$ cat src/rtl/msk_sbox_selftest.sv
// Self-test sequencer for one masked AES S-box. It sweeps every byte input in
// the forward and/or inverse direction, shares each input, recombines the
// S-box output and checks it against an unmasked reference. It records the
// first failing vector.
module msk_sbox_selftest #(
  parameter int unsigned d             = 2,
  parameter int unsigned MODE          = 0,
  parameter int unsigned RANDOM_SHARES = 0,
  parameter int unsigned TIMEOUT       = 16,
  parameter logic [31:0] LFSR_SEED     = 32'hACE1
) (
  input  logic           clk,
  input  logic           rst,
  input  logic           start,
  output logic           sb_enable,
  output logic           sb_valid_in,
  output logic           sb_inverse,
  output logic [8*d-1:0] sb_in_sh,
  input  logic [8*d-1:0] sb_out_sh,
  input  logic           sb_valid_out,
  output logic           busy,
  output logic           done,
  output logic           pass,
  output logic [1:0]     fail_code,
  output logic [7:0]     fail_input,
  output logic           fail_inverse,
  output logic [7:0]     fail_expected,
  output logic [7:0]     fail_got,
  output logic [9:0]     vec_count
);

  localparam int unsigned CntW  = $clog2(TIMEOUT);
  localparam int unsigned MaskW = 8 * (d - 1);
  localparam logic [CntW-1:0] CntLast = CntW'(TIMEOUT - 1);
  localparam logic [31:0] LfsrPoly = 32'h80200003;

  typedef enum logic [1:0] {StIdle, StIssue, StWait, StDone} state_e;

  state_e           state_q, state_d;
  logic [7:0]       vec_q, vec_d;
  logic             dir_q, dir_d;
  logic [CntW-1:0]  cnt_q, cnt_d;
  logic [31:0]      lfsr_q, lfsr_d, lfsr_adv;
  logic [8*d-1:0]   in_sh_q, in_sh_d;
  logic [MaskW-1:0] mask;
  logic             done_q, done_d, pass_q, pass_d;
  logic [1:0]       code_q, code_d;
  logic [7:0]       fin_q, fin_d, fexp_q, fexp_d, fgot_q, fgot_d;
  logic             finv_q, finv_d;
  logic [9:0]       cnt_ok_q, cnt_ok_d;
  logic [7:0]       got, ref_byte;
  logic             load, fail_now;
  logic [1:0]       fail_kind;
  logic [7:0]       fail_val;

  function automatic logic [7:0] gf_mul(input logic [7:0] a, input logic [7:0] b);
    logic [7:0] p, aa;
    p  = '0;
    aa = a;
    for (int unsigned i = 0; i < 8; i++) begin
      if (b[i]) p = p ^ aa;
      aa = {aa[6:0], 1'b0} ^ (aa[7] ? 8'h1B : 8'h00);
    end
    return p;
  endfunction

  // a^254 is the multiplicative inverse in GF(2^8) and maps 0 to 0.
  function automatic logic [7:0] gf_inv(input logic [7:0] a);
    logic [7:0] p, r;
    p = a;
    r = 8'h01;
    for (int unsigned i = 1; i < 8; i++) begin
      p = gf_mul(p, p);
      r = gf_mul(r, p);
    end
    return r;
  endfunction

  function automatic logic [7:0] sbox_ref(input logic [7:0] x, input logic inv);
    logic [7:0] t;
    if (inv) begin
      t = {x[6:0], x[7]} ^ {x[4:0], x[7:5]} ^ {x[1:0], x[7:2]} ^ 8'h05;
      return gf_inv(t);
    end
    t = gf_inv(x);
    return t ^ {t[6:0], t[7]} ^ {t[5:0], t[7:6]} ^ {t[4:0], t[7:5]} ^ {t[3:0], t[7:4]} ^ 8'h63;
  endfunction

  function automatic logic [31:0] lfsr_step(input logic [31:0] s);
    return s[0] ? ((s >> 1) ^ LfsrPoly) : (s >> 1);
  endfunction

  // Share 0 absorbs the unshared bit so the XOR of all shares equals v.
  function automatic logic [8*d-1:0] share_vec(input logic [7:0] v, input logic [MaskW-1:0] m);
    logic [8*d-1:0] s;
    logic           acc;
    s = '0;
    for (int unsigned i = 0; i < 8; i++) begin
      acc = v[i];
      for (int unsigned j = 1; j < d; j++) begin
        s[i*d+j] = (RANDOM_SHARES != 0) && m[i*(d-1)+j-1];
        acc      = acc ^ s[i*d+j];
      end
      s[i*d] = acc;
    end
    return s;
  endfunction

  // Mask bits for the next vector, drawn one LFSR step per bit.
  always_comb begin
    lfsr_adv = lfsr_q;
    mask     = '0;
    for (int unsigned k = 0; k < MaskW; k++) begin
      mask[k]  = lfsr_adv[0];
      lfsr_adv = lfsr_step(lfsr_adv);
    end
  end

  // Recombine the S-box output shares and form the reference value.
  always_comb begin
    got = '0;
    for (int unsigned i = 0; i < 8; i++) got[i] = ^sb_out_sh[i*d +: d];
    ref_byte = sbox_ref(vec_q, dir_q);
  end

  // Sequencer next-state logic.
  always_comb begin
    state_d   = state_q;
    vec_d     = vec_q;
    dir_d     = dir_q;
    cnt_d     = cnt_q;
    lfsr_d    = lfsr_q;
    in_sh_d   = in_sh_q;
    done_d    = done_q;
    pass_d    = pass_q;
    code_d    = code_q;
    fin_d     = fin_q;
    finv_d    = finv_q;
    fexp_d    = fexp_q;
    fgot_d    = fgot_q;
    cnt_ok_d  = cnt_ok_q;
    load      = 1'b0;
    fail_now  = 1'b0;
    fail_kind = 2'd0;
    fail_val  = 8'h00;
    unique case (state_q)
      StIdle, StDone: begin
        if (start) begin
          done_d   = 1'b0;
          pass_d   = 1'b0;
          code_d   = 2'd0;
          fin_d    = 8'h00;
          finv_d   = 1'b0;
          fexp_d   = 8'h00;
          fgot_d   = 8'h00;
          cnt_ok_d = '0;
          vec_d    = 8'h00;
          dir_d    = (MODE == 1);
          load     = 1'b1;
          state_d  = StIssue;
        end
      end
      StIssue: begin
        cnt_d   = '0;
        state_d = StWait;
        // Nothing is in flight yet, so a response here is spurious.
        if (sb_valid_out) begin
          fail_now  = 1'b1;
          fail_kind = 2'd3;
        end
      end
      StWait: begin
        cnt_d = cnt_q + 1'b1;
        if (sb_valid_out) begin
          if (got == ref_byte) begin
            cnt_ok_d = cnt_ok_q + 10'd1;
            if (vec_q != 8'hFF) begin
              vec_d   = vec_q + 8'd1;
              load    = 1'b1;
              state_d = StIssue;
            end else if (MODE == 2 && !dir_q) begin
              vec_d   = 8'h00;
              dir_d   = 1'b1;
              load    = 1'b1;
              state_d = StIssue;
            end else begin
              done_d  = 1'b1;
              pass_d  = 1'b1;
              state_d = StDone;
            end
          end else begin
            fail_now  = 1'b1;
            fail_kind = 2'd1;
            fail_val  = got;
          end
        end else if (cnt_q == CntLast) begin
          fail_now  = 1'b1;
          fail_kind = 2'd2;
        end
      end
      default: state_d = StIdle;
    endcase
    if (fail_now) begin
      done_d  = 1'b1;
      pass_d  = 1'b0;
      code_d  = fail_kind;
      fin_d   = vec_q;
      finv_d  = dir_q;
      fexp_d  = ref_byte;
      fgot_d  = fail_val;
      state_d = StDone;
    end
    if (load) begin
      in_sh_d = share_vec(vec_d, mask);
      lfsr_d  = lfsr_adv;
    end
  end

  // State and result registers with synchronous active-low reset.
  always_ff @(posedge clk) begin
    if (!rst) begin
      state_q  <= StIdle;
      vec_q    <= '0;
      dir_q    <= 1'b0;
      cnt_q    <= '0;
      lfsr_q   <= LFSR_SEED;
      in_sh_q  <= '0;
      done_q   <= 1'b0;
      pass_q   <= 1'b0;
      code_q   <= '0;
      fin_q    <= '0;
      finv_q   <= 1'b0;
      fexp_q   <= '0;
      fgot_q   <= '0;
      cnt_ok_q <= '0;
    end else begin
      state_q  <= state_d;
      vec_q    <= vec_d;
      dir_q    <= dir_d;
      cnt_q    <= cnt_d;
      lfsr_q   <= lfsr_d;
      in_sh_q  <= in_sh_d;
      done_q   <= done_d;
      pass_q   <= pass_d;
      code_q   <= code_d;
      fin_q    <= fin_d;
      finv_q   <= finv_d;
      fexp_q   <= fexp_d;
      fgot_q   <= fgot_d;
      cnt_ok_q <= cnt_ok_d;
    end
  end

  assign busy          = (state_q == StIssue) || (state_q == StWait);
  assign sb_enable     = busy;
  assign sb_valid_in   = (state_q == StIssue);
  assign sb_inverse    = dir_q;
  assign sb_in_sh      = in_sh_q;
  assign done          = done_q;
  assign pass          = pass_q;
  assign fail_code     = code_q;
  assign fail_input    = fin_q;
  assign fail_inverse  = finv_q;
  assign fail_expected = fexp_q;
  assign fail_got      = fgot_q;
  assign vec_count     = cnt_ok_q;

endmodule
$ cat config.mk
export PLATFORM = sky130hd
export DESIGN_NAME = msk_sbox_selftest
export DESIGN_NICKNAME = d
export VERILOG_FILES = /design/src/rtl/msk_sbox_selftest.sv
export SDC_FILE = /design/constraint.sdc
export NUM_CORES = 1
export LEC_CHECK = 0
export ABC_CLOCK_PERIOD_IN_PS = 17200
export CORE_MARGIN = 2
export CORE_UTILIZATION = 44
export CTS_CLUSTER_SIZE = 8
export DETAILED_ROUTE_END_ITERATION = 16
export GPL_TIMING_DRIVEN = 0
export PLACE_DENSITY = 0.68
export SYNTH_ARGS = -nofsm -noshare
export SYNTH_HDL_FRONTEND = slang
export SYNTH_SLANG_ARGS = --single-unit
$ cat constraint.sdc
create_clock -name clk -period 17.2 [get_ports clk]
set_clock_uncertainty 0.05 [all_clocks]
set_input_delay 3.44 -clock clk [delete_from_list [all_inputs] [get_ports clk]]
set_output_delay 3.44 -clock clk [all_outputs]
set_load 0.02 [all_outputs]
# == Word level (Yosys, flattened, before mapping) ==
# Index checks and enable logic that the tools add are counted.
# op_classes
n_mux,253
add_sub_neg,3
n_bitwise,195
eq_ne,14
reduce_logical,22
# ops
cell,count
two-way mux 8 bit,117
XOR 8 bit,95
XOR 8 x 5 -> 8 bit,91
two-way mux 5 bit,92
two-way mux 10 bit,3
two-way mux 2 bit,12
one-hot mux 10 bit (2 select lines),1
two-way mux 1 bit,17
one-hot mux 8 bit (2 select lines),1
XOR reduction 2 bit,8
!= test 3 bit (second input constant),4
adder 10 x 1 -> 10 bit (second input constant),1
AND reduction 5 bit,2
adder 8 x 1 -> 8 bit (second input constant),1
== test 8 bit,1
!= test 2 bit (second input constant),4
!= test 8 bit (second input constant),1
one-hot mux 4 bit (2 select lines),1
nonzero test 2 bit,4
two-way mux 7 bit,1
inverter 1 bit (first input constant),7
two-way mux 6 bit,1
one-hot mux 1 bit (2 select lines),3
one-hot mux 2 bit (3 select lines),1
16 further kinds,18
# totals
wordCells,499
output_inout_bits,59
regBits,61

# == Depth between registers and ports, before layout ==
# Gate-level depths: netlist of the first run.
# depth
word_depth,138
ltp_mapped,70

# == Worst setup path after synthesis of the first run ==
# Ideal clock, no wire load.
# synth_timing
path_type,reg-to-reg
start,reg vec_q[6]
end,"reg in_sh_q[4], in the netlist sb_in_sh[4]"
setup_slack_ps,1156
arrival_ps,15874
n_path_buf,12
period_less_slack_ps,16044
setup_ps,121
t_required_ps,17029
path_stages_with_launch,64
path_cell_list,dfxtp_1 buf_6 buf_4 xor2_1 xor2_1 inv_2 buf_4 ha_1 clkbuf_1 nand2_1 xor2_1 xnor2_1 inv_1 buf_2 buf_1 ha_1 clkbuf_1 nand2_1 [28 not listed] o21ai_2 xnor2_2 xor2_1 xnor3_2 xnor3_2 mux2i_1 o21ai_1 xnor3_1 xnor3_2 xor2_1 xnor2_2 and4b_1 o22ai_1 nor3_2 buf_4 and3_1 o221a_2 mux2_2
# synth_between
elab_chain_len,133
word_cells_on_any_way,396
# synth_rtl
element,line_no,source
start: declaration,40,"logic [7:0] vec_q, vec_d;"
start signal: assignment,238,vec_q <= vec_d;
XOR 8 x 5 -> 8 bit,62,"aa = {aa[6:0], 1'b0} ^ (aa[7] ? 8'h1B : 8'h00);"
XOR 8 bit,61,if (b[i]) p = p ^ aa;
two-way mux 8 bit,61,
XOR 8 bit,61,
two-way mux 8 bit,61,
XOR 8 bit,61,
two-way mux 8 bit,61,
XOR 8 bit,61,
[114 not listed],n/a,
XOR 8 bit,61,
two-way mux 8 bit,61,
XOR 8 bit (4 in series),86,"return t ^ {t[6:0], t[7]} ^ {t[5:0], t[7:6]} ^ {t[4:0], t[7:5]} ^ {t[3:0], t[7:4]} ^ 8'h63;"
inverter 4 bit (no source line),n/a,
== test 8 bit,175,if (got == ref_byte) begin
two-way mux 8 bit or two-way mux 1 bit (tied branches),175,
two-way mux 8 bit or two-way mux 1 bit (tied branches),174,if (sb_valid_out) begin
one-hot mux 8 bit (2 select lines) or one-hot mux 1 bit (2 select lines) (tied branches),146,unique case (state_q)
end signal: assignment,242,in_sh_q <= in_sh_d;
end: declaration,44,"logic [8*d-1:0] in_sh_q, in_sh_d;"
# Parallel ways exist; a longest one is shown, timed or not.
# A chain may end at the register's enable or synchronous reset.

# == Final worst setup path of the first run ==
# layout_timing
start,reg vec_q[7]
end,"reg in_sh_q[6], in the netlist sb_in_sh[6]"
# layout_between
elab_chain_len,133
word_cells_on_any_way,396
# layout_rtl
element,line_no
two-way mux 5 bit or two-way mux 8 bit (tied branches),"62, 61"
XOR 8 x 5 -> 8 bit or XOR 8 bit (tied branches),"62, 61"
XOR 8 bit or two-way mux 8 bit (tied branches),61
two-way mux 8 bit or XOR 8 bit (tied branches),61
XOR 8 bit or two-way mux 8 bit (tied branches),61
two-way mux 8 bit or XOR 8 bit (tied branches),61
XOR 8 bit or two-way mux 8 bit (tied branches),61
two-way mux 8 bit or XOR 8 bit (tied branches),61
[114 not listed],n/a
XOR 8 bit,61
two-way mux 8 bit,61
XOR 8 bit (4 in series),86
inverter 4 bit (no source line),n/a
== test 8 bit,175
two-way mux 8 bit or two-way mux 1 bit (tied branches),175
two-way mux 8 bit or two-way mux 1 bit (tied branches),174
one-hot mux 8 bit (2 select lines) or one-hot mux 1 bit (2 select lines) (tied branches),146
# Parallel ways exist; a longest one is shown, timed or not.

==> out/results.tsv, run 1 <==
stage	metric	value	unit
run_status	status	finished clean	
worst_setup_path	crit path max fanout	10	
worst_setup_path	Setup crit start	vec_q[7]	
global_route	busiest layer in global routing	met2	
clock_network	CTS Buffer Depth	2	
die	Rows	74	
die	Die Y-Extent	208	um
worst_setup_path	Slowest-stage cell, CP	xnor3_2	
sta	crit share post-route	96.5	%
worst_setup_path	Critical Path AT	16.75	ns
final_layout	area of the multi-input gates	17100	sq um
global_route	vias in the first global route	17000	
clock_network	cts bufs inserted	9	
die	Die X	208	um
global_route	global route overflow	0	
synth	Mean Syn Cell Area	7.81	sq um
route	# DRC	0	
power_and_ir_drop	Pwr Density	24.6	nW/um^2
route	drt initial violations	1634	
worst_setup_path	Crit. End Element	flop	
placement	Placed Area	19700	sq um
route	drt total wl	57100	um
clock_network	H-Tree Depth	3	
hold_path	min-delay worst type	reg -> reg	
clock_network	Clock Latency Late Sink	0.33	ns
worst_setup_path	Reg-to-Reg Start	vec_q[7]	
clock_network	Root Driver	clkbuf_16	
sta	setup tns final	0	ns
final_layout	area growth from synthesis to layout	16.1	%
global_route	met2 Resource Use GR	41.4	%
sta	final setup vio count	0	
route	drt wl/cell	19.0	um
route	DRT Pass-1 Iters	6	
route	final antenna-violating net count	0	
worst_setup_path	Critical Path Most Common Cell	xnor3_1	
final_layout	leading cell type in the layout, fill and taps excluded	xnor2_1	
placement	hpwl dp	42700	um
synth	Post-synth EDFFs	0	
power_and_ir_drop	maximum VDD drop	0.0899	mV
route	drt via density	5.97	
global_route	met1 Usage GRT	34.4	%
sta	WHS	0.419	ns
power_and_ir_drop	Pleak	0.00800	uW
worst_setup_path	largest stage delay on the critical path	0.55	ns
die	Core ar.	40900	sq um
global_route	antenna violations before repair	0	
hold_path	Hold Startpoint	fail_expected[3]	
clock_network	hold_buf cts	0	
worst_setup_path	startpoint types	flop	
worst_setup_path	r2r setup slk	0.61	ns
worst_setup_path	kind of critical path	reg -> reg	
sta	Max Fclk	60.3	MHz
route	vias	17900	
final_layout	Filler Cell Count	3890	
global_route	GR Util met3	3.77	%
synth	Post-Syn Instances	2342	
final_layout	commonest non-fill, non-tap cells in the layout	xnor2_1, nor2_1, nand2_1	
clock_network	clock sinks	60	
global_route	GRT Overall Usage	25.0	%
synth	Synth Flop Type	dfxtp_1	
synth	Yosys warning total	0	
sta	Rel. slew slack	30.0	%
synth	Yosys reg bits	60	
synth	synth unique cells	106	
die	Die ar.	43200	sq um
global_route	largest net degree at the start of global routing	12	
sta	Final min period	16.59	ns
placement	IO Port Bufs	68	
sta	Slew Viols, Final	0	
die	IO Count	79	
synth	Seq/Total Area, Yosys	6.57	%
flow_run	Max Cap Viol	0	
die	Initial Util	44.7	%
worst_setup_path	WP data required	17.36	ns
final_layout	Antenna diodes	0	
placement	GP Congestion	0.961	
global_route	first-pass GRT wire length	90400	um
clock_network	Worst-path clk slew	0.06	ns
synth	asr flop ratio synth	0	%
final_layout	Reg area	1200	sq um
final_layout	final core utilization	51.9	%
sta	endpoints failing hold	0	
final_layout	Nets	2504	
synth	cell area after synthesis	18300	sq um
final_layout	fin area	21200	sq um
sta	worst-margin pin slew	1.04	ns
final_layout	fraction of layout cells with a size suffix above 1	14.4	%
clock_network	TritonCTS clock tree	yes	
-- worst max-delay path: cells and delay by family (launching register included) --
kind                       cells  cell delay, ns
AOI/OAI and AO/OA             12            2.34
xor gates and xnor gates      26            8.77
adders and majority gates      1            0.47
buffers and inverters         12            2.44
DFF                            1            0.36
muxes                          2            0.61
and+or+nand+nor                8            1.41
-- cell type report --
| class | instances | share of cell area [%] |
|---|---|---|
| plain buffers | 162 | 3.79 |
| repair buffers | 108 | 4.74 |
| flip-flops and latches | 60 | 5.66 |
| clock inverters | 6 | 0.306 |
| inverters | 33 | 0.595 |
| well taps | 532 | 3.13 |
| clock buffers | 10 | 1.08 |
| multi-input cells | 2093 | 80.7 |
-- cells by family (layout without fill, tap and decap cells) --
| logic type | Yosys count | count (layout) | share of synthesized area, % |
|---|---|---|---|
| and+or+nand+nor | 836 | 836 | 20.6 |
| DFF | 60 | 60 | 6.57 |
| buffers and inverters | 198 | 319 | 4.96 |
| muxes | 77 | 77 | 4.36 |
| adders and majority gates | 17 | 17 | 1.16 |
| xor gates and xnor gates | 691 | 691 | 45.1 |
| other | 1 | 10 | 0.0205 |
| AOI/OAI and AO/OA | 462 | 462 | 17.2 |
-- final timing paths --
check / end / depth (start not counted)
setup reg to reg: sb_in_sh[6] / 61
hold reg to reg: fail_expected[3] / 2
setup / recovery: sb_in_sh[6] / 61
hold / removal: fail_expected[3] / 2
-- report_power, final --
group | switching (uW) | internal, uW | total [uW]
Combinational | 113 | 68.5 | 181
Sequential | 12.0 | 152 | 164
Clock | 65.5 | 112 | 178
Total | 190 | 333 | 523
-- synth_stat cells, types with 27 or more instances --
cell type	n	share of area, %
xnor2_2	30	2.7
inv_1	27	0.55
o22ai_1	34	1.2
nand2_1	249	5.1
buf_2	50	1.4
xnor2_1	385	18
xnor3_1	100	12
nand2b_1	28	0.96
nor3_1	41	1.1
clkbuf_1	79	1.6
nand3_1	54	1.5
a21oi_1	105	2.9
mux2i_1	57	3.1
dfxtp_1	60	6.6
xor2_1	133	6.4
o21ai_0	79	2.2
nor2_1	319	6.5
-- metal layers --
layer  up-vias  wire [um]
met5         -          0
li1       8352          -
met2       854      26500
met4         0       1100
met1      8608      24900
met3       110       4690
-- repair_timing --
action	CTS	global route
setup buffers	8	32
gates cloned	0	0
endpoints found under the hold margin	0	0
endpoints found under the setup margin	56	56
gates resized for setup	53	113
pin swaps	4	22
-- flip-flops by register name (all words and copies together), names as in the netlist --
register       flops
fail_expected      8
state_q            2
fail_got           8
fail_input         8
vec_count         10
fail_code          2
done               1
cnt_q              4
pass               1
sb_in_sh           8
vec_q              8
-- stage by stage --
step,setup slack [ns],instances,power (uW)
6_report,0.607,3004,523
5_1_grt,-0.125,3004,550
4_1_cts,0.00441,2974,525
3_5_place_dp,-2.95,2951,348
3_3_place_gp,-2.75,2951,340
2_1_floorplan,1.16,2351,277
Note: power is estimated with default switching activity, not from simulation.
==> inputs of run 2 (changes only) <==
Settings changed: PLACE_DENSITY 0.68 to 0.74, REMOVE_ABC_BUFFERS from default to 1.
==> out/results.tsv, run 2 (same netlist as run 1, synthesis figures left out) <==
stage	metric	value	unit	change
placement	IO Port Bufs	68		unchanged
die	Die Y-Extent	208	um	unchanged
global_route	largest net degree at the start of global routing	53		was 12
route	DRT Pass-1 Iters	6		unchanged
sta	worst-margin pin slew	1.34	ns	was 1.04 ns
final_layout	area of the multi-input gates	17400	sq um	was 17,100 sq um
route	drt via density	6.02		was 5.97
clock_network	Clock Latency Late Sink	0.33	ns	about the same
final_layout	Reg area	1220	sq um	was 1200 sq um
placement	hpwl dp	37000	um	was 42,700 um
power_and_ir_drop	Pwr Density	24.8	nW/um^2	was 24.6 nW/um^2
hold_path	Worst Hold Path EP	fail_expected[3]		unchanged
sta	Slew Viols, Final	0		unchanged
die	Rows	74		unchanged
route	drt wl/cell	18.5	um	was 19.0 um
route	drt initial violations	1645		was 1,634
die	Core ar.	40900	sq um	unchanged
die	Die ar.	43200	sq um	unchanged
clock_network	TritonCTS clock tree	yes		unchanged
placement	GP Congestion	0.901		was 0.961
sta	Final min period	16.59	ns	about the same
power_and_ir_drop	maximum VDD drop	0.0745	mV	was 0.0899 mV
worst_setup_path	Slowest-stage cell, CP	xor3_2		was xnor3_2
worst_setup_path	largest stage delay on the critical path	0.62	ns	was 0.55 ns
clock_network	Root Driver	clkbuf_16		unchanged
worst_setup_path	startpoint types	flop		unchanged
hold_path	Hold Startpoint	fail_expected[3]		unchanged
power_and_ir_drop	Psw	188	uW	was 190 uW
final_layout	Antenna diodes	0		unchanged
clock_network	hold_buf cts	0		unchanged
die	Initial Util	44.7	%	unchanged
global_route	antenna violations before repair	0		unchanged
die	IO Count	79		unchanged
worst_setup_path	r2r setup slk	0.61	ns	about the same
clock_network	H-Tree Depth	3		unchanged
worst_setup_path	reg2reg end	pass		was sb_in_sh[6]
die	Die X	208	um	unchanged
final_layout	commonest non-fill, non-tap cells in the layout	xnor2_1, nor2_1, nand2_1		unchanged
clock_network	CTS Buffer Depth	2		unchanged
clock_network	cts bufs inserted	9		unchanged
power_and_ir_drop	clock share of power	37.3	%	was 34.0%
worst_setup_path	kind of critical path	reg -> reg		unchanged
worst_setup_path	FF-to-FF path depth	49		was 61
power_and_ir_drop	Sw Ratio	35.4	%	was 36.4%
worst_setup_path	Critical Path Most Common Cell	xnor3_1		unchanged
worst_setup_path	Critical Path AT	16.82	ns	was 16.75 ns
final_layout	leading cell type in the layout, fill and taps excluded	xnor2_1		unchanged
power_and_ir_drop	sequential share of power	30.4	%	was 31.4%
route	final antenna-violating net count	0		unchanged
final_layout	fraction of layout cells with a size suffix above 1	15.1	%	was 14.4%
sta	setup tns final	0	ns	unchanged
power_and_ir_drop	logic gate share of total power	32.3	%	was 34.7%
hold_path	hold depth	2		unchanged
route	drt total wl	53900	um	was 57,100 um
clock_network	clock sinks	60		unchanged
sta	Max Fclk	60.3	MHz	about the same
sta	crit share post-route	96.5	%	about the same
route	# DRC	0		unchanged
worst_setup_path	WP data required	17.43	ns	was 17.36 ns
sta	Rel. slew slack	10.1	%	was 30.0%
final_layout	Nets	2407		was 2,504
final_layout	Largest register FFs	10		unchanged
placement	Setup WS pre-CTS	-6.42	ns	was -2.95 ns
worst_setup_path	crit path max fanout	19		was 10
sta	Final Worst Setup Slack	0.608	ns	was 0.607 ns
power_and_ir_drop	internal power	343	uW	was 333 uW
sta	WHS	0.419	ns	about the same
flow_run	Max Cap Viol	0		unchanged
worst_setup_path	Reg-to-Reg Start	vec_q[4]		was vec_q[7]
final_layout	Filler Cell Count	3649		was 3,890
clock_network	Worst-path clk slew	0.06	ns	about the same
power_and_ir_drop	Pleak	0.00794	uW	was 0.00800 uW
sta	endpoints failing hold	0		unchanged
global_route	global route overflow	0		unchanged
global_route	vias in the first global route	16700		was 17,000
global_route	first-pass GRT wire length	85300	um	was 90,400 um
global_route	GRT Overall Usage	23.3	%	was 25.0%
final_layout	area growth from synthesis to layout	16.8	%	was 16.1%
hold_path	min-delay worst type	reg -> reg		unchanged
sta	final setup vio count	0		unchanged
worst_setup_path	Crit. End Element	flop		unchanged
route	vias	17500		was 17,900
run_status	status	finished clean		unchanged
-- run 2: changes by cell type in the layout (fill, tap and decap cells not counted), sizes merged --
cell and delta:
bufinv +1, clkbuf -82, clkinvlp +2, nor2 +1, inv -1, xnor2 +2
buf -20, clkdlybuf4s50 -1, o221ai +1, nor3 +1, clkinv -1
-- run 2: how the worst max path moves through the flow --
stage / startpoint / end / depth (start not counted)
after detailed placement: vec_q[7] / sb_in_sh[4] / 52
after global placement: vec_q[7] / sb_in_sh[4] / 53
after global routing: vec_q[0] / vec_count[9] / 56
after CTS: vec_q[7] / vec_count[8] / 51
final: vec_q[4] / pass / 49
after floorplan: vec_q[7] / sb_in_sh[4] / 53
-- run 2: power groups by stage --
| stage | Clock (uW) | Sequential (uW) | Combinational [uW] |
|---|---|---|---|
| 6_report | 198 | 161 | 171 |
| 5_1_grt | 205 | 162 | 184 |
| 4_1_cts | 199 | 161 | 170 |
| 3_5_place_dp | 0 | 163 | 170 |
| 3_3_place_gp | 0 | 163 | 168 |
| 2_1_floorplan | 0 | 173 | 90.5 |
-- run 2: routing by layer --
layer,routed length (um),GRT usage (%)
met3,4140,2.87
met2,25600,39.1
met4,1320,8.22
met5,0,0
met1,22800,31.0
-- run 2: repair_timing --
action | 4_1_cts | 5_1_grt
setup buffers | 29 | 52
gates resized for setup | 89 | 69
gates cloned | 4 | 2
pin swaps | 17 | 21
setup endpoints to repair | 56 | 56
-- run 2: critical path, delay by kind of cell, from the launching register on --
family | cells | cell delay (ns)
XOR/XNOR | 30 | 11.20
AND/OR/NAND/NOR | 6 | 1.61
AO/OA/AOI/OAI | 7 | 1.39
multiplexers | 4 | 1.19
flip-flops | 1 | 0.50
adder cells (fa/ha/maj) | 1 | 0.32
buffers and inverters | 1 | 0.23
-- run 2: cell type report --
class / instances / share of cell area, %
clock buffer: 10 / 1.12
clock inverter: 6 / 0.404
inverter: 33 / 0.603
multi-input combinational: 2098 / 81.7
sequential: 60 / 5.72
tap: 532 / 3.12
timing repair buffer: 167 / 7.34
timing repair inverter: 1 / 0.0234
-- run 2: through the flow --
| stage | std cells | cell area [sq um] | power, uW | utilization, % |
|---|---|---|---|---|
| after floorplan | 2186 | 17500 | 264 | - |
| after global routing | 2907 | 21400 | 551 | 52.2 |
| after global placement | 2786 | 18900 | 331 | 46.1 |
| final | 2907 | 21400 | 530 | 52.2 |
| after CTS | 2853 | 20500 | 530 | 50.1 |
| after detailed placement | 2804 | 19300 | 334 | 47.3 |
==> inputs of run 3 (changes only) <==
Settings changed: CORE_ASPECT_RATIO from default to 1.2, SETUP_SLACK_MARGIN from default to 0.05.
==> out/results.tsv, run 3 (same netlist as run 1, synthesis figures left out) <==
stage	metric	value	unit	change
clock_network	clock sinks	60		unchanged
sta	Max Fclk	60.6	MHz	was 60.3 MHz
sta	WHS	0.423	ns	was 0.419 ns
clock_network	Worst-path clk slew	0.06	ns	about the same
sta	Rel. slew slack	6.90	%	was 10.1%
flow_run	Max Cap Viol	0		unchanged
global_route	met1 Usage GRT	29.1	%	was 31.0%
final_layout	fin area	21400	sq um	about the same
power_and_ir_drop	Power Total	499	uW	was 530 uW
worst_setup_path	crit path max fanout	18		was 19
power_and_ir_drop	Psw	189	uW	was 188 uW
worst_setup_path	Critical Path AT	16.67	ns	was 16.82 ns
worst_setup_path	startpoint types	flop		unchanged
die	IO Count	79		unchanged
route	drt initial violations	1667		was 1,645
placement	GP Congestion	0.921		was 0.901
power_and_ir_drop	sequential share of power	32.3	%	was 30.4%
route	final antenna-violating net count	0		unchanged
final_layout	leading cell type in the layout, fill and taps excluded	xnor2_1		unchanged
sta	crit share post-route	96.0	%	was 96.5%
placement	Placed Area	19300	sq um	about the same
clock_network	Root Driver	clkbuf_16		unchanged
sta	endpoints failing hold	0		unchanged
worst_setup_path	Critical Path Most Common Cell	xnor3_1		unchanged
final_layout	fraction of layout cells with a size suffix above 1	15.4	%	was 15.1%
die	Die ar.	43200	sq um	about the same
power_and_ir_drop	Pwr Density	23.3	nW/um^2	was 24.8 nW/um^2
worst_setup_path	largest stage delay on the critical path	0.64	ns	was 0.62 ns
power_and_ir_drop	logic gate share of total power	34.4	%	was 32.3%
final_layout	area growth from synthesis to layout	17.1	%	was 16.8%
final_layout	Nets	2422		was 2,407
route	vias	17800		was 17,500
global_route	antenna violations before repair	0		unchanged
global_route	GR Util met3	2.39	%	was 2.87%
global_route	vias in the first global route	17000		was 16,700
final_layout	Largest register FFs	10		unchanged
sta	Slew Viols, Final	0		unchanged
sta	final setup vio count	0		unchanged
route	drt wl/cell	18.6	um	was 18.5 um
global_route	GRT Overall Usage	23.7	%	was 23.3%
global_route	first-pass GRT wire length	85300	um	about the same
worst_setup_path	kind of critical path	reg -> reg		unchanged
worst_setup_path	Crit. End Element	flop		unchanged
global_route	largest net degree at the start of global routing	53		unchanged
die	Die X	190	um	was 208 um
power_and_ir_drop	internal power	310	uW	was 343 uW
route	# DRC	0		unchanged
route	drt total wl	54600	um	was 53,900 um
hold_path	min-delay worst type	reg -> reg		unchanged
clock_network	TritonCTS clock tree	yes		unchanged
worst_setup_path	Slowest-stage cell, CP	xnor3_4		was xor3_2
sta	worst-margin pin slew	1.39	ns	was 1.34 ns
global_route	busiest layer in global routing	met2		unchanged
die	Core ar.	40800	sq um	was 40,900 sq um
power_and_ir_drop	maximum VDD drop	0.102	mV	was 0.0745 mV
clock_network	CTS Buffer Depth	2		unchanged
route	DRT Pass-1 Iters	5		was 6
route	drt via density	6.06		was 6.02
sta	Final min period	16.51	ns	was 16.59 ns
global_route	met2 Resource Use GR	42.2	%	was 39.1%
power_and_ir_drop	clock share of power	33.3	%	was 37.3%
die	Initial Util	44.8	%	was 44.7%
worst_setup_path	delay-heaviest family, CP	XOR/XNOR gates		unchanged
final_layout	final core utilization	52.4	%	was 52.2%
power_and_ir_drop	Sw Ratio	37.9	%	was 35.4%
clock_network	Clock Latency Late Sink	0.34	ns	was 0.33 ns
placement	hpwl dp	36900	um	was 37,000 um
worst_setup_path	WP data required	17.36	ns	was 17.43 ns
run_status	status	finished clean		unchanged
global_route	global route overflow	0		unchanged
final_layout	commonest non-fill, non-tap cells in the layout	xnor2_1, nor2_1, nand2_1		unchanged
clock_network	cts bufs inserted	9		unchanged
die	Rows	81		was 74
power_and_ir_drop	Pleak	0.00796	uW	was 0.00794 uW
final_layout	Antenna diodes	0		unchanged
worst_setup_path	Buf/Inv on CP	1		unchanged
clock_network	H-Tree Depth	3		unchanged
placement	IO Port Bufs	68		unchanged
die	Die Y-Extent	227	um	was 208 um
-- run 3: path summary, 6_finish.rpt --
path	from	slack, ns	depth (start not counted)	endpoint
max	vec_q[0]	0.69	51	sb_in_sh[6]
min	fail_expected[3]	0.42	2	fail_expected[3]
max reg2reg	vec_q[0]	0.69	51	sb_in_sh[6]
min reg2reg	fail_expected[3]	0.42	2	fail_expected[3]
-- run 3: power by group through the flow --
stage	clock (uW)	sequential (uW)	combinational [uW]
5_1_grt	174	162	184
3_5_place_dp	0	163	170
4_1_cts	167	161	170
6_report	166	161	172
3_3_place_gp	0	163	167
2_1_floorplan	0	173	90.5
-- run 3: routing by layer --
metal / vias up / wire (um)
met5: - / 0
met4: 0 / 2240
met3: 199 / 4010
met2: 941 / 26600
met1: 8426 / 21700
li1: 8187 / -
-- run 3: area by class of cell --
type / instances / area, sq um
inverter: 33 / 134
timing repair inverter: 2 / 10.0
fill: 3625 / 19400
timing repair buffer: 181 / 1660
clock inverter: 7 / 53.8
sequential: 60 / 1220
tap: 539 / 674
multi-input combinational: 2098 / 17400
clock buffer: 9 / 225
-- run 3: tightest hold or removal path: cells and delay by family (launching register included) --
family	cells	cell delay (ns)
compound gates	1	0.05
flops	1	0.31
simple gates	1	0.06
-- run 3: metrics by stage --
step	cells	TNS (ns)	setup slack, ns
after floorplan	2186	-103.81	-2.10
after global placement	2793	-402.46	-7.40
after detailed placement	2807	-335.74	-6.28
after CTS	2866	0	0.0596
after global routing	2929	-0.0105	-0.00886
final	2929	0	0.690
-- run 3: what timing repair did --
action | CTS | global route
cloned | 4 | 3
resized for setup | 93 | 68
buffers inserted | 39 | 60
setup endpoints to repair | 56 | 56
pin swaps | 16 | 26
hold buffers | 0 | 0
==> RTL edit (config.mk and constraints of run 2) <==
`TIMEOUT`: 16 -> 8.
--- a/src/rtl/msk_sbox_selftest.sv
+++ b/src/rtl/msk_sbox_selftest.sv
@@ -6,7 +6,7 @@
   parameter int unsigned d             = 2,
   parameter int unsigned MODE          = 0,
   parameter int unsigned RANDOM_SHARES = 0,
-  parameter int unsigned TIMEOUT       = 16,
+  parameter int unsigned TIMEOUT       = 8,
   parameter logic [31:0] LFSR_SEED     = 32'hACE1
 ) (
   input  logic           clk,
Function: same outputs for any inputs over 4 cycles, from zero or initial values and one cycle with rst low; that may be too few to reach the edited logic, so the function may still have changed.
==> RTL edit against run 2 <==
  * Total power rose by 4.6%
  * Worst setup slack got worse by 0.067 ns
  * Synthesized area rose by 4.1%
  * Sequential share of layout area fell by 0.45 points
  * Worst hold slack got worse by 0.018 ns
  * Sequential cell count fell by 1
  * Cell area rose by 7.2%
  * Count of clock-buffer cells in the layout rose by 2
  * First-iteration DRC count rose by 30%
  * Routed wire length rose by 11%
  * Critical endpoint is now fail_expected[5]
  * Largest power group is now combinational cells
==> RTL edit: results (changes against run 2) <==
.. list-table::
   :header-rows: 1

   * - Metric
     - Value
   * - Register area share after synthesis
     - 6.20% (-0.36 points)
   * - Drt initial violations
     - 2142 (+30%)
   * - Peak ir drop on the vdd network
     - 0.0501 mV (-33%)
   * - Global-route wire length before repair
     - 93.1 mm (+9.1%)
   * - Vias per cell
     - 6.17 (+2.6%)
   * - Worst R2R Start
     - vec_q[6]
   * - Fraction of the mapped netlist area in adder cells
     - 1.18% (+0.020 points)
   * - Post-synth top cells
     - sky130_fd_sc_hd__xnor2_1, sky130_fd_sc_hd__nor2_1, sky130_fd_sc_hd__nand2_1
   * - Final RePlAce weighted congestion
     - 0.891 (-1.1%)
   * - Placed standard-cell area
     - 20100 um2 (+4.2%)
   * - Clock slew at the register clock pins of the worst setup and hold paths
     - 0.06 ns (about the same)
   * - Fraction of layout cells with a size suffix above 1
     - 17.9% (+2.9 points)
   * - Status
     - completed
   * - H-tree levels
     - 3 (unchanged)
   * - Share of synthesized area spent on multiplexers
     - 3.84% (-0.53 points)
   * - Dpl hpwl
     - 39.6 mm (+7.0%)
   * - Startpoint of the lowest-slack hold path
     - pass
   * - Root Buffer Master
     - sky130_fd_sc_hd__clkbuf_16
   * - Pin slew with the least headroom to its limit
     - 1.40 ns (+0.0570 ns)
   * - Static leakage
     - 8.39 nW (+5.7%)
   * - Slowest Stage Delay on Critical Path
     - 0.95 ns (+0.33 ns)
   * - Wire length per cell
     - 18.9 um (+1.8%)
   * - Pin count of the biggest net entering global routing
     - 42 (-21%)
   * - R2r setup slk
     - 0.54 ns (-0.07 ns)
   * - Unique masters post-synth
     - 104 (-1.9%)
   * - Post-synthesis xor/xnor area fraction
     - 41.2% (-3.9 points)
   * - Vias in the first global route
     - 18159 (+8.9%)
   * - Hold Worst Slack
     - 0.401 ns (-0.0179 ns)
   * - Pre-Repair DR Iteration Count
     - 8 (+2)
   * - # fillers
     - 3745 (+2.6%)
   * - Worst-path fanout max
     - 23 (+4)
   * - Overall routing resource usage
     - 24.9% (+1.5 points)
   * - Cell at the slowest stage of the critical path
     - sky130_fd_sc_hd__nor2_1
   * - Compound-gate portion of the synthesized area
     - 20.3% (+3.1 points)
   * - Max FFs per register
     - 10 (unchanged)
   * - Nets@finish
     - 2613 (+8.6%)
   * - Area contributors post-synth
     - sky130_fd_sc_hd__xnor2_1, sky130_fd_sc_hd__xnor3_1, sky130_fd_sc_hd__nor2_1, sky130_fd_sc_hd__dfxtp_1, sky130_fd_sc_hd__xor2_1
## RTL edit: cell count changes in the layout (fill, tap and decap cells not counted), sizes merged, moves of 13 or more
cell,run 2,this run
a211oi,12,25
nor3,45,87
a21oi,106,165
nor2,323,354
nand2b,28,9
nand2,249,215
a21boi,25,8
nand3,54,80
buf,100,144
o21ai,93,137
xor2,143,122
## RTL edit: cell type report
| cell class | count | area share [%] |
|---|---|---|
| Multi-Input combinational cell | 2252 | 80.7 |
| Timing Repair inverter | 1 | 0.0219 |
| Inverter | 40 | 0.743 |
| Clock buffer | 12 | 1.08 |
| Clock inverter | 4 | 0.322 |
| Sequential cell | 59 | 5.26 |
| Tap cell | 585 | 3.20 |
| Timing Repair Buffer | 212 | 8.69 |
## RTL edit: what timing repair did
item,4_1_cts,5_1_grt
resized for setup,133,120
cloned,4,1
endpoints found under the setup margin,56,56
hold buffers,0,0
pin swaps,35,44
setup buffers,54,67
hold endpoints to repair,0,0
## RTL edit: stage by stage
step	cells	setup TNS [ns]	power [mW]	util [%]	setup slack, ns
floorplan	2347	-218.26	0.275	-	-4.40
global placement	3000	-683.52	0.342	45.6	-13.14
detailed placement	3023	-347.18	0.352	47.0	-6.64
CTS	3097	0	0.545	50.5	0.0274
global route	3165	-1.70	0.573	53.4	-0.135
finish	3165	0	0.555	53.4	0.542
## RTL edit: kinds of logic after synthesis
kind of cell,Yosys count
AOI/OAI and AO/OA,593
adders and majority gates,18
other,1
and+or+nand+nor,908
xor gates and xnor gates,649
buffers and inverters,234
muxes,70
DFF,59
## RTL edit: routing by layer
layer | wire length (um) | track usage [%] | vias to the layer above
met3 | 4210 | 2.02 | 161
met5 | 0 | 0 | -
met4 | 1610 | 8.14 | 0
met1 | 24000 | 32.4 | 9385
met2 | 30000 | 43.5 | 1013
li1 | - | - | 8983
## RTL edit: final timing paths
path / to / depth (start not counted)
min: pass / 2
max reg2reg: fail_expected[5] / 55
min reg2reg: pass / 2
max: fail_expected[5] / 55
## RTL edit: critical path: cells and delay by family, from the launching register on
| family | cells | cell delay (ns) |
|---|---|---|
| fa+ha+maj | 1 | 0.34 |
| buf+inv | 6 | 1.15 |
| flops | 1 | 0.49 |
| xor+xnor | 29 | 9.95 |
| compound gates | 9 | 2.08 |
| simple gates | 10 | 2.43 |
## RTL edit: power breakdown
| part | leakage, nW | total [mW] | switching, mW | internal [mW] |
|---|---|---|---|---|
| Clock | 0.157 | 0.194 | 0.0633 | 0.131 |
| Sequential | 0.482 | 0.160 | 0.00895 | 0.151 |
| Combinational | 7.75 | 0.201 | 0.124 | 0.0771 |
